**config.mk**
```make
export PLATFORM = sky130hd
export DESIGN_NAME = inc_share_ctrl
export DESIGN_NICKNAME = d
export VERILOG_FILES = /design/src/rtl/inc_share_pkg.sv /design/src/rtl/inc_share_ctrl_rr_arbiter.sv /design/src/rtl/sixteenBitIncrementer.sv /design/src/rtl/inc_share_ctrl.sv
export SDC_FILE = /design/constraint.sdc
export NUM_CORES = 1
export LEC_CHECK = 0
export ABC_AREA = 1
export CAP_MARGIN = 5
export CELL_PAD_IN_SITES_DETAIL_PLACEMENT = 1
export CELL_PAD_IN_SITES_GLOBAL_PLACEMENT = 2
export CORE_MARGIN = 3
export CORE_UTILIZATION = 26
export CTS_CLUSTER_DIAMETER = 30
export CTS_CLUSTER_SIZE = 40
export DETAILED_ROUTE_END_ITERATION = 6
export GPL_TIMING_DRIVEN = 0
export PLACE_DENSITY_LB_ADDON = 0.08
export SYNTH_ARGS = -nofsm -noshare
export SYNTH_HDL_FRONTEND = slang
export SYNTH_SLANG_ARGS = --single-unit
export TNS_END_PERCENT = 100
```
**constraint.sdc**
```tcl
create_clock -name clk -period 4 [get_ports clk]
set_input_delay 0.6 -clock clk [delete_from_list [all_inputs] [get_ports clk]]
set_output_delay 0.6 -clock clk [all_outputs]
set_load 0.05 [all_outputs]
```
**src/rtl/inc_share_pkg.sv**
```systemverilog
// Shared types and constants for the incrementer-sharing controller.
package inc_share_pkg;

    localparam int DATA_W = 16;

    typedef enum logic [1:0] {
        IDLE,
        EXEC,
        RESP
    } ctrlState_e;

    // Width needed to index n requesters (never less than one bit).
    function automatic int idWidth(input int n);
        return (n <= 2) ? 1 : $clog2(n);
    endfunction

endpackage

```
**src/rtl/inc_share_ctrl_rr_arbiter.sv**
```systemverilog
// Combinational round-robin pick: first set request at or above ptr, with wrap.
module rr_arbiter #(
    parameter int NUM_REQ = 4,
    parameter int ID_W    = 2
) (
    input  logic [NUM_REQ-1:0] req,
    input  logic [ID_W-1:0]    ptr,
    output logic [ID_W-1:0]    winner,
    output logic               anyReq
);

    import inc_share_pkg::*;

    int unsigned idx;

    // Scan offsets from the farthest down to zero so the nearest request wins.
    always_comb begin
        winner = '0;
        idx    = 0;
        for (int unsigned k = NUM_REQ; k > 0; k--) begin
            idx = (int'(ptr) + k - 1) % NUM_REQ;
            if (req[ID_W'(idx)]) winner = ID_W'(idx);
        end
    end

    assign anyReq = |req;

endmodule

```
**src/rtl/sixteenBitIncrementer.sv**
```systemverilog
// 16-bit ripple-carry incrementer: b = a + 1, finalcarry = carry out of bit 15.
module sixteenBitIncrementer (
    input  logic [15:0] a,
    output logic [15:0] b,
    output logic        finalcarry
);

    logic [16:0] chain;

    always_comb begin
        chain    = '0;
        b        = '0;
        chain[0] = 1'b1;
        for (int unsigned i = 0; i < 16; i++) begin
            b[i]       = a[i] ^ chain[i];
            chain[i+1] = a[i] & chain[i];
        end
        finalcarry = chain[16];
    end

endmodule

```
**src/rtl/inc_share_ctrl.sv**
```systemverilog
// Time-shares one sixteenBitIncrementer between NUM_REQ requesters with a tagged response handshake.
// Optional INC_SATURATE_EN: saturate 0xFFFF instead of wrapping (carry still flags overflow).
module inc_share_ctrl #(
    parameter int NUM_REQ = 4,
    parameter int ID_W    = 2,
    parameter int DATA_W  = inc_share_pkg::DATA_W
) (
    input  logic                      clk,
    input  logic                      rst_n,
    input  logic [NUM_REQ-1:0]        req,
    input  logic [NUM_REQ*DATA_W-1:0] operand,
    output logic [NUM_REQ-1:0]        gnt,
    output logic                      rsp_valid,
    input  logic                      rsp_ready,
    output logic [DATA_W-1:0]         rsp_result,
    output logic                      rsp_carry,
    output logic [ID_W-1:0]           rsp_id,
    output logic                      busy
);

    import inc_share_pkg::*;

    if (ID_W != idWidth(NUM_REQ)) begin : gBadIdW
        $error("ID_W must equal ceil(log2(NUM_REQ))");
    end
    if (DATA_W != 16) begin : gBadDataW
        $error("only DATA_W = 16 is supported");
    end

    ctrlState_e        state;
    logic [ID_W-1:0]   ptr;
    logic [ID_W-1:0]   idReg;
    logic [DATA_W-1:0] opReg;
    logic [ID_W-1:0]   winner;
    logic              anyReq;
    logic [DATA_W-1:0] sum;
    logic              carry;
    logic [DATA_W-1:0] result;

    rr_arbiter #(
        .NUM_REQ (NUM_REQ),
        .ID_W    (ID_W)
    ) uArb (
        .req    (req),
        .ptr    (ptr),
        .winner (winner),
        .anyReq (anyReq)
    );

    sixteenBitIncrementer uInc (
        .a          (opReg),
        .b          (sum),
        .finalcarry (carry)
    );

`ifdef INC_SATURATE_EN
    assign result = carry ? '1 : sum;
`else
    assign result = sum;
`endif

    always_ff @(posedge clk or negedge rst_n) begin
        if (!rst_n) begin
            state      <= IDLE;
            ptr        <= '0;
            idReg      <= '0;
            opReg      <= '0;
            gnt        <= '0;
            rsp_valid  <= 1'b0;
            rsp_result <= '0;
            rsp_carry  <= 1'b0;
            rsp_id     <= '0;
            busy       <= 1'b0;
        end else begin
            case (state)
                IDLE: begin
                    if (anyReq) begin
                        opReg <= operand[winner*DATA_W +: DATA_W];
                        idReg <= winner;
                        gnt   <= NUM_REQ'(1) << winner;
                        busy  <= 1'b1;
                        state <= EXEC;
                    end
                end
                EXEC: begin
                    rsp_result <= result;
                    rsp_carry  <= carry;
                    rsp_id     <= idReg;
                    rsp_valid  <= 1'b1;
                    gnt        <= '0;
                    state      <= RESP;
                end
                RESP: begin
                    if (rsp_ready) begin
                        rsp_valid <= 1'b0;
                        busy      <= 1'b0;
                        ptr       <= (idReg == ID_W'(NUM_REQ - 1)) ? '0 : idReg + 1'b1;
                        state     <= IDLE;
                    end
                end
                default: state <= IDLE;
            endcase
        end
    end

endmodule

```
==> results by group, run 1 <==
Run status
  • Status: complete, no violations

Min path
  • HP Class: in -> async

Die
  • Core area: 0.0109 mm2
  • Starting density of the core: 26.8%
  • Die height: 112 um
  • # rows: 38
  • Die X: 112 um
  • Num ports: 96
  • Full die area: 0.0125 mm2

Power
  • Worst VDD drop: 0.320 mV
  • Power Dens Cells: 938 mW/mm2
  • Leakage: 2.13 nW

Logic synthesis
  • Top post-synthesis cells by area: dfrtp_1, nand2_1, nand3_1
  • Mapped Area: 0.00292 mm2
  • Number of enable flip-flop cells after synthesis: 0
  • Most frequent cell after synthesis: nand2_1
  • Cells after Synth: 372
  • Count of cell types in the netlist: 25
  • Async SR Flop Fraction: 100%
  • Synth Flop Type: dfrtp_1
  • Area share of the largest cell type after synthesis: 40.3%
  • Yosys top cell by area: dfrtp_1
  • Synthesized Nets: 459
  • Yosys reg bits: 47
  • Yosys warnings: 0
  • Sequential fraction of the synthesis area: 40.3%
  • Syn avg cell area: 7.84 um2
  • Commonest cells in the netlist: nand2_1, dfrtp_1, nand3_1

Detailed routing
  • Wire per inst: 14.7 um
  • Post-route ant nets: 0
  • Iteration-0 DRC Markers: 60
  • DRT Pass-1 Iters: 4
  • Vias per cell: 4.48
  • Final WL: 9030 um
  • Detailed-route DRC error count: 0
  • Vias post-DR: 2,757

Critical path
  • Crit Path Class: reg -> reg
  • Critical path launch point: opReg[0]$_DFFE_PN0P_
  • CP arrival: 3800 ps
  • CP Launch Type: flip-flop
  • Crit path required time: 4190 ps
  • Reg2Reg Launch Point: opReg[0]$_DFFE_PN0P_
  • Crit end category: flip-flop
  • Crit path max fanout: 3

Timing
  • Final hold vios: 0
  • Final setup fails: 0
  • Smallest setup slack after layout: 388 ps
  • Tmin final: 3610 ps
  • Unrepaired setup endpoints after global routing: no
  • Fmax: 277 MHz
  • Final setup TNS: 0 ps
  • Slew Limit Fails: 0
  • Worst relative slew slack: 64.0%
  • Layout Skew: 6.52 ps
  • Tightest Pin Transition: 540 ps
  • Period utilization: 90.3%

Place
  • Dpl cells: 608
  • Worst slack at placement: 367 ps
  • Port bufs: 95
  • Post-DP HPWL: 7460 um
  • Routability-driven placement congestion ratio: 0.744

CTS
  • CTS Buf Count: 5
  • Maximum clock path buffer count: 2
  • Skew-Pair Late Insertion Delay: 300 ps
  • Clock-pin slew on the worst setup and hold paths: 90 ps
  • Clk sinks: 47
  • # Post-CTS Setup Buffers: 0
  • CTS hold repair buffers: 0
  • H-tree Lvls: 2
  • Clock tree from TritonCTS: yes
  • Post-CTS Resized: 0
  • Root Buffer: clkbuf_8

Layout
  • Post-layout net count: 562
  • Post-synthesis to final-layout area growth: 43.7%
  • Ant. Diodes: 0
  • Fill cell count: 1,343
  • Flip-flop and latch area: 0.00118 mm2
  • Fraction of layout cells with a size suffix above 1: 12.6%
  • Multi-input gate area: 0.00154 mm2
  • Non-Filler Instances: 616

Global route
  • All-Layer GR Usage: 14.8%
  • Initial antenna violation count: 0
  • First-pass GRT wire length: 14,900 um
  • Largest net degree at the start of global routing: 27
  • Vias in the first global route: 2,998
  • Remaining global-route overflow: 0

Flow run
  • Maximum Capacitance Violations: 0
worst max-delay path: stages, from the launching register on:
cell	delay [ps]
dfrtp_1	400
ha_1	210
ha_1	180
ha_1	180
ha_1	190
ha_1	180
ha_1	180
ha_1	180
ha_1	180
ha_1	190
ha_1	190
ha_1	190
ha_1	180
ha_1	180
ha_1	180
ha_1	260
mux2_2	250
area by class of cell:
type,instances,area share [%]
Multi-Input combinational cell,288,36.8
Buffer,19,2.96
Timing Repair Buffer,96,23.1
Tap cell,140,4.18
Clock buffer,6,1.73
Inverter,18,1.79
Clock inverter,2,1.43
Sequential cell,47,28.1
cell families (layout without fill, tap and decap cells):
group	count (synthesis)	after routing	synth area share, %
and+or+nand+nor	240	240	35.7
DFF	47	47	40.3
buffers and inverters	37	141	6.82
adders and majority gates	16	16	6.86
AOI/OAI and AO/OA	16	16	4.12
muxes	16	16	6.18
stage by stage:
step / power (mW) / instance area, um2 / utilization, % / hold slack, ps
4_1_cts: 4.04 / 4190 / 38.5 / 279
3_5_place_dp: 3.61 / 4060 / 37.3 / 467
6_report: 3.93 / 4190 / 38.5 / 264
5_1_grt: 4.36 / 4190 / 38.5 / 303
3_3_place_gp: 3.58 / 4040 / 37.1 / 455
2_1_floorplan: 2.76 / 2920 / - / 304
cell usage in the layout, fill, tap and decap left out:
cell,count
a21boi_2,1
a31oi_4,1
buf_12,1
buf_2,10
buf_4,1
buf_6,5
bufinv_16,2
clkbuf_1,5
clkbuf_8,5
clkdlybuf4s50_1,94
dfrtp_1,47
ha_1,16
inv_1,12
inv_2,5
inv_8,1
mux2_2,16
nand2_1,184
nand2_2,4
nand2_4,2
nand2_8,2
nand3_1,41
nand3_4,2
nor2_1,3
nor3_1,1
nor4_1,1
o21ai_0,7
o21ai_1,4
o31ai_1,1
o31ai_2,2
path summary, 6_finish.rpt:
path	endpoint	slack, ps	depth (start not counted)
max	rsp_result[15]$_DFFE_PN0P_	390	16
min	ptr[0]$_DFFE_PN0P_	260	1
max reg2reg	rsp_result[15]$_DFFE_PN0P_	390	16
min reg2reg	rsp_valid$_DFFE_PN0P_	480	2
max in group asynchronous	opReg[9]$_DFFE_PN0P_	3210	2
min in group clk	rsp_valid$_DFFE_PN0P_	480	2
metal layers:
metal | up-vias | share of wire [%] | global-route usage [%]
met2 | 54 | 53 | 27.5
met3 | 7 | 4.2 | 3.04
met5 | - | 0 | 0
met4 | 0 | 0.95 | 2.43
met1 | 1304 | 42 | 17.9
li1 | 1392 | - | -
sequential cells by signal, indices dropped and copies added, names as in the netlist, 2 cells and up:
register	count
state	2
ptr	2
gnt	4
idReg	2
opReg	16
rsp_id	2
rsp_result	16
report_power, final:
| part | switching [mW] | total (mW) | internal (mW) |
|---|---|---|---|
| clock network | 0.161 | 0.411 | 0.250 |
| logic | 1.73 | 2.70 | 0.970 |
| registers | 0.121 | 0.816 | 0.695 |
Note: power is estimated with default switching activity, not from simulation.
==> run 2: changes to the inputs <==
Settings changed: CORE_UTILIZATION 26 to 23.
Clock period 4 ns to 3.1 ns, I/O delays scaled along.
==> run 2 against run 1 <==
Compared with the run above: the flow now finishes with violations (negative setup slack); utilization shrank 2.3 points; first-iteration DRC count grew 6.7%; combinational power grew 33%; clock power grew 28%; sequential cell count is the same; design area grew 5.5%; sequential share of layout area shrank 1.5 points; wire length grew 4.4%; critical path depth is the same; register-to-register slack lost 450 ps; non-clock buffer count grew 1; largest cell class unchanged; largest power group unchanged.
==> results by group, run 2 (synthesis results as in run 1) <==
Timing
  • Final setup fails: 1 (+1)
  • Slew Limit Fails: 0 (unchanged)
  • Tightest Pin Transition: 562 ps (+22.9 ps)
  • Final hold vios: 0 (unchanged)
  • Unrepaired setup endpoints after global routing: yes
  • Fmax: 316 MHz (+14%)
  • Period utilization: 102% (+12 points)
  • Tmin final: 3160 ps (-449 ps)
  • Worst relative slew slack: 62.5% (-1.5 points)
  • Smallest setup slack after layout: -62.8 ps (-451 ps)
  • Layout Skew: 4.62 ps (-1.90 ps)

Detailed routing
  • Met2 routed WL: 4910 um (+3.4%)
  • Max Used Layer: met4
  • Post-route ant nets: 0 (unchanged)
  • Detailed-route DRC error count: 0 (unchanged)
  • Iteration-0 DRC Markers: 64 (+6.7%)
  • Post-Route M1 WL: 4110 um (+7.6%)
  • Final WL: 9430 um (+4.4%)
  • Vias post-DR: 2,749 (-0.29%)
  • Vias per cell: 4.26 (-4.8%)
  • Routed wl met3: 357 um (-5.1%)
  • Wire per inst: 14.6 um (-0.28%)
  • DRT Pass-1 Iters: 4 (unchanged)

Die
  • # rows: 40 (+5.3%)
  • Core area: 0.0122 mm2 (+12%)
  • Full die area: 0.0141 mm2 (+12%)
  • Die X: 119 um (+6.0%)
  • Starting density of the core: 23.9% (-2.9 points)
  • Die height: 119 um (+6.0%)
  • Num ports: 96 (unchanged)

Critical path
  • Crit Path Class: reg -> reg
  • Crit path max fanout: 2 (-1)
  • Critical path launch point: opReg[1]$_DFFE_PN0P_
  • CP Launch Type: flip-flop
  • CP arrival: 3340 ps (-460 ps)
  • Reg2Reg Launch Point: opReg[1]$_DFFE_PN0P_
  • Crit path required time: 3280 ps (-910 ps)
  • Crit end category: flip-flop

Layout
  • Most frequent cells in the layout: nand2_1, clkdlybuf4s50_1, dfrtp_1
  • Fill cell count: 1,501 (+12%)
  • Post-Layout Inst Area: 0.00442 mm2 (+5.5%)
  • Multi-input gate area: 0.00172 mm2 (+12%)
  • Biggest regs: opReg (16), rsp_result (16), gnt (4)
  • Post-synthesis to final-layout area growth: 51.5%
  • Fraction of layout cells with a size suffix above 1: 15.7% (+3.1 points)
  • Flip-flop and latch area: 0.00118 mm2 (unchanged)
  • Ant. Diodes: 0 (unchanged)
  • Most common cell after layout, fill and taps aside: nand2_1
  • Post-layout net count: 563 (+0.18%)

CTS
  • CTS Buf Count: 5 (unchanged)
  • Clock tree from TritonCTS: yes
  • Root Buffer: clkbuf_16
  • Maximum clock path buffer count: 2 (unchanged)
  • H-tree Lvls: 2 (unchanged)
  • CTS hold repair buffers: 0 (unchanged)
  • Skew-Pair Late Insertion Delay: 290 ps (about the same)
  • Clk sinks: 47 (unchanged)
  • Clock-pin slew on the worst setup and hold paths: 60 ps (-30 ps)

Global route
  • Largest net degree at the start of global routing: 31 (+15%)
  • All-Layer GR Usage: 13.8% (-1.1 points)
  • Initial antenna violation count: 0 (unchanged)
  • Remaining global-route overflow: 0 (unchanged)
  • First-pass GRT wire length: 15,400 um (+3.4%)
  • Vias in the first global route: 2,993 (-0.17%)

Power
  • Power Dens Cells: 1180 mW/mm2 (+25%)
  • Clock share of power: 10.1% (-0.4 points)
  • Worst VDD drop: 0.398 mV (+24%)
  • Comb power frac: 68.8% (about the same)
  • P_int: 2.50 mW (+30%)
  • Sw Ratio: 52.0% (+0.73 points)
  • Psw: 2.71 mW (+34%)
  • Sequential power share: 21.1% (+0.3 points)
  • Leakage: 2.11 nW (-0.70%)

Place
  • Worst slack at placement: -154 ps (-520 ps)
  • Placement Cell Area: 0.00425 mm2 (+4.7%)
  • Port bufs: 95 (unchanged)
  • Post-DP HPWL: 7720 um (+3.5%)
  • Routability-driven placement congestion ratio: 0.763 (+2.6%)

Run status
  • Failing checks: negative setup slack
  • Status: finished, violations left

Min path
  • HP Class: in -> async

Flow run
  • Maximum Capacitance Violations: 0 (unchanged)
[run 2: worst max-delay path, stage by stage, from the launching register on]
cell,delay [ps]
dfrtp_1,380
ha_2,200
ha_4,160
ha_4,150
ha_4,160
ha_4,160
ha_4,150
ha_4,150
ha_4,150
ha_4,150
ha_4,150
ha_4,150
ha_4,150
ha_4,150
ha_4,150
ha_4,200
mux2_4,260
[run 2: repair_timing]
item	CTS	global route
endpoints found under the setup margin	2	2
resized for setup	3	0
setup buffers	1	0
pin swaps	2	2
[run 2: through the flow]
step	hold WS (ps)	util (%)	power, mW	std cells	setup TNS, ps
floorplan	169	-	3.61	372	-27.4
global placement	455	34.7	4.71	635	-128
detailed placement	440	34.8	4.75	636	-201
CTS	126	36.2	5.34	645	-117
global route	142	36.2	5.76	645	-217
finish	111	36.2	5.20	645	-62.8
[run 2: cell type report]
| type | count | share of cell area, % |
|---|---|---|
| Sequential cell | 47 | 26.6 |
| Clock buffer | 7 | 3.00 |
| Buffer | 19 | 2.80 |
| Clock inverter | 1 | 0.113 |
| Tap cell | 168 | 4.76 |
| Timing Repair Buffer | 97 | 22.0 |
| Inverter | 18 | 1.70 |
| Multi-Input combinational cell | 288 | 39.0 |
[run 2: power by group through the flow]
| stage | logic, mW | registers (mW) | clock network (mW) |
|---|---|---|---|
| final | 3.58 | 1.10 | 0.527 |
| after global routing | 4.05 | 1.14 | 0.577 |
| after CTS | 3.69 | 1.10 | 0.549 |
| after detailed placement | 3.64 | 1.11 | 0 |
| after global placement | 3.61 | 1.10 | 0 |
| after floorplan | 2.08 | 1.53 | 0 |
[run 2: final timing paths]
kind | cells past startpoint | slack (ps) | endpoint
max | 16 | -60 | rsp_result[15]$_DFFE_PN0P_
min in group clk | 2 | 470 | rsp_valid$_DFFE_PN0P_
max reg2reg | 16 | -60 | rsp_result[15]$_DFFE_PN0P_
max in group asynchronous | 2 | 2470 | rsp_result[2]$_DFFE_PN0P_
min | 1 | 110 | ptr[0]$_DFFE_PN0P_
min reg2reg | 2 | 470 | rsp_valid$_DFFE_PN0P_
[run 2: layer usage]
metal | up-vias | GRT usage, %
met2 | 48 | 25.2
met5 | - | 0
met4 | 0 | 2.17
met1 | 1305 | 16.8
met3 | 7 | 2.92
li1 | 1389 | -
==> run 3: changes to the inputs <==
--- a/config.mk
+++ b/config.mk
@@ -13,5 +13,5 @@
 export CORE_UTILIZATION = 23
-export CTS_CLUSTER_DIAMETER = 30
 export CTS_CLUSTER_SIZE = 40
 export DETAILED_ROUTE_END_ITERATION = 6
+export GPL_ROUTABILITY_DRIVEN = 0
 export GPL_TIMING_DRIVEN = 0
==> constraint.sdc (replaced) <==
create_clock -name clk -period 3.1 [get_ports clk]
set_input_delay 0.62 -clock clk [delete_from_list [all_inputs] [get_ports clk]]
set_output_delay 0.62 -clock clk [all_outputs]
set_load 0.05 [all_outputs]
==> results of run 3 <==
The final DEF is identical to that of run 2. Status: finished, violations left: negative setup slack.
Main changes from that run: hold slack 111 ps -> 266 ps
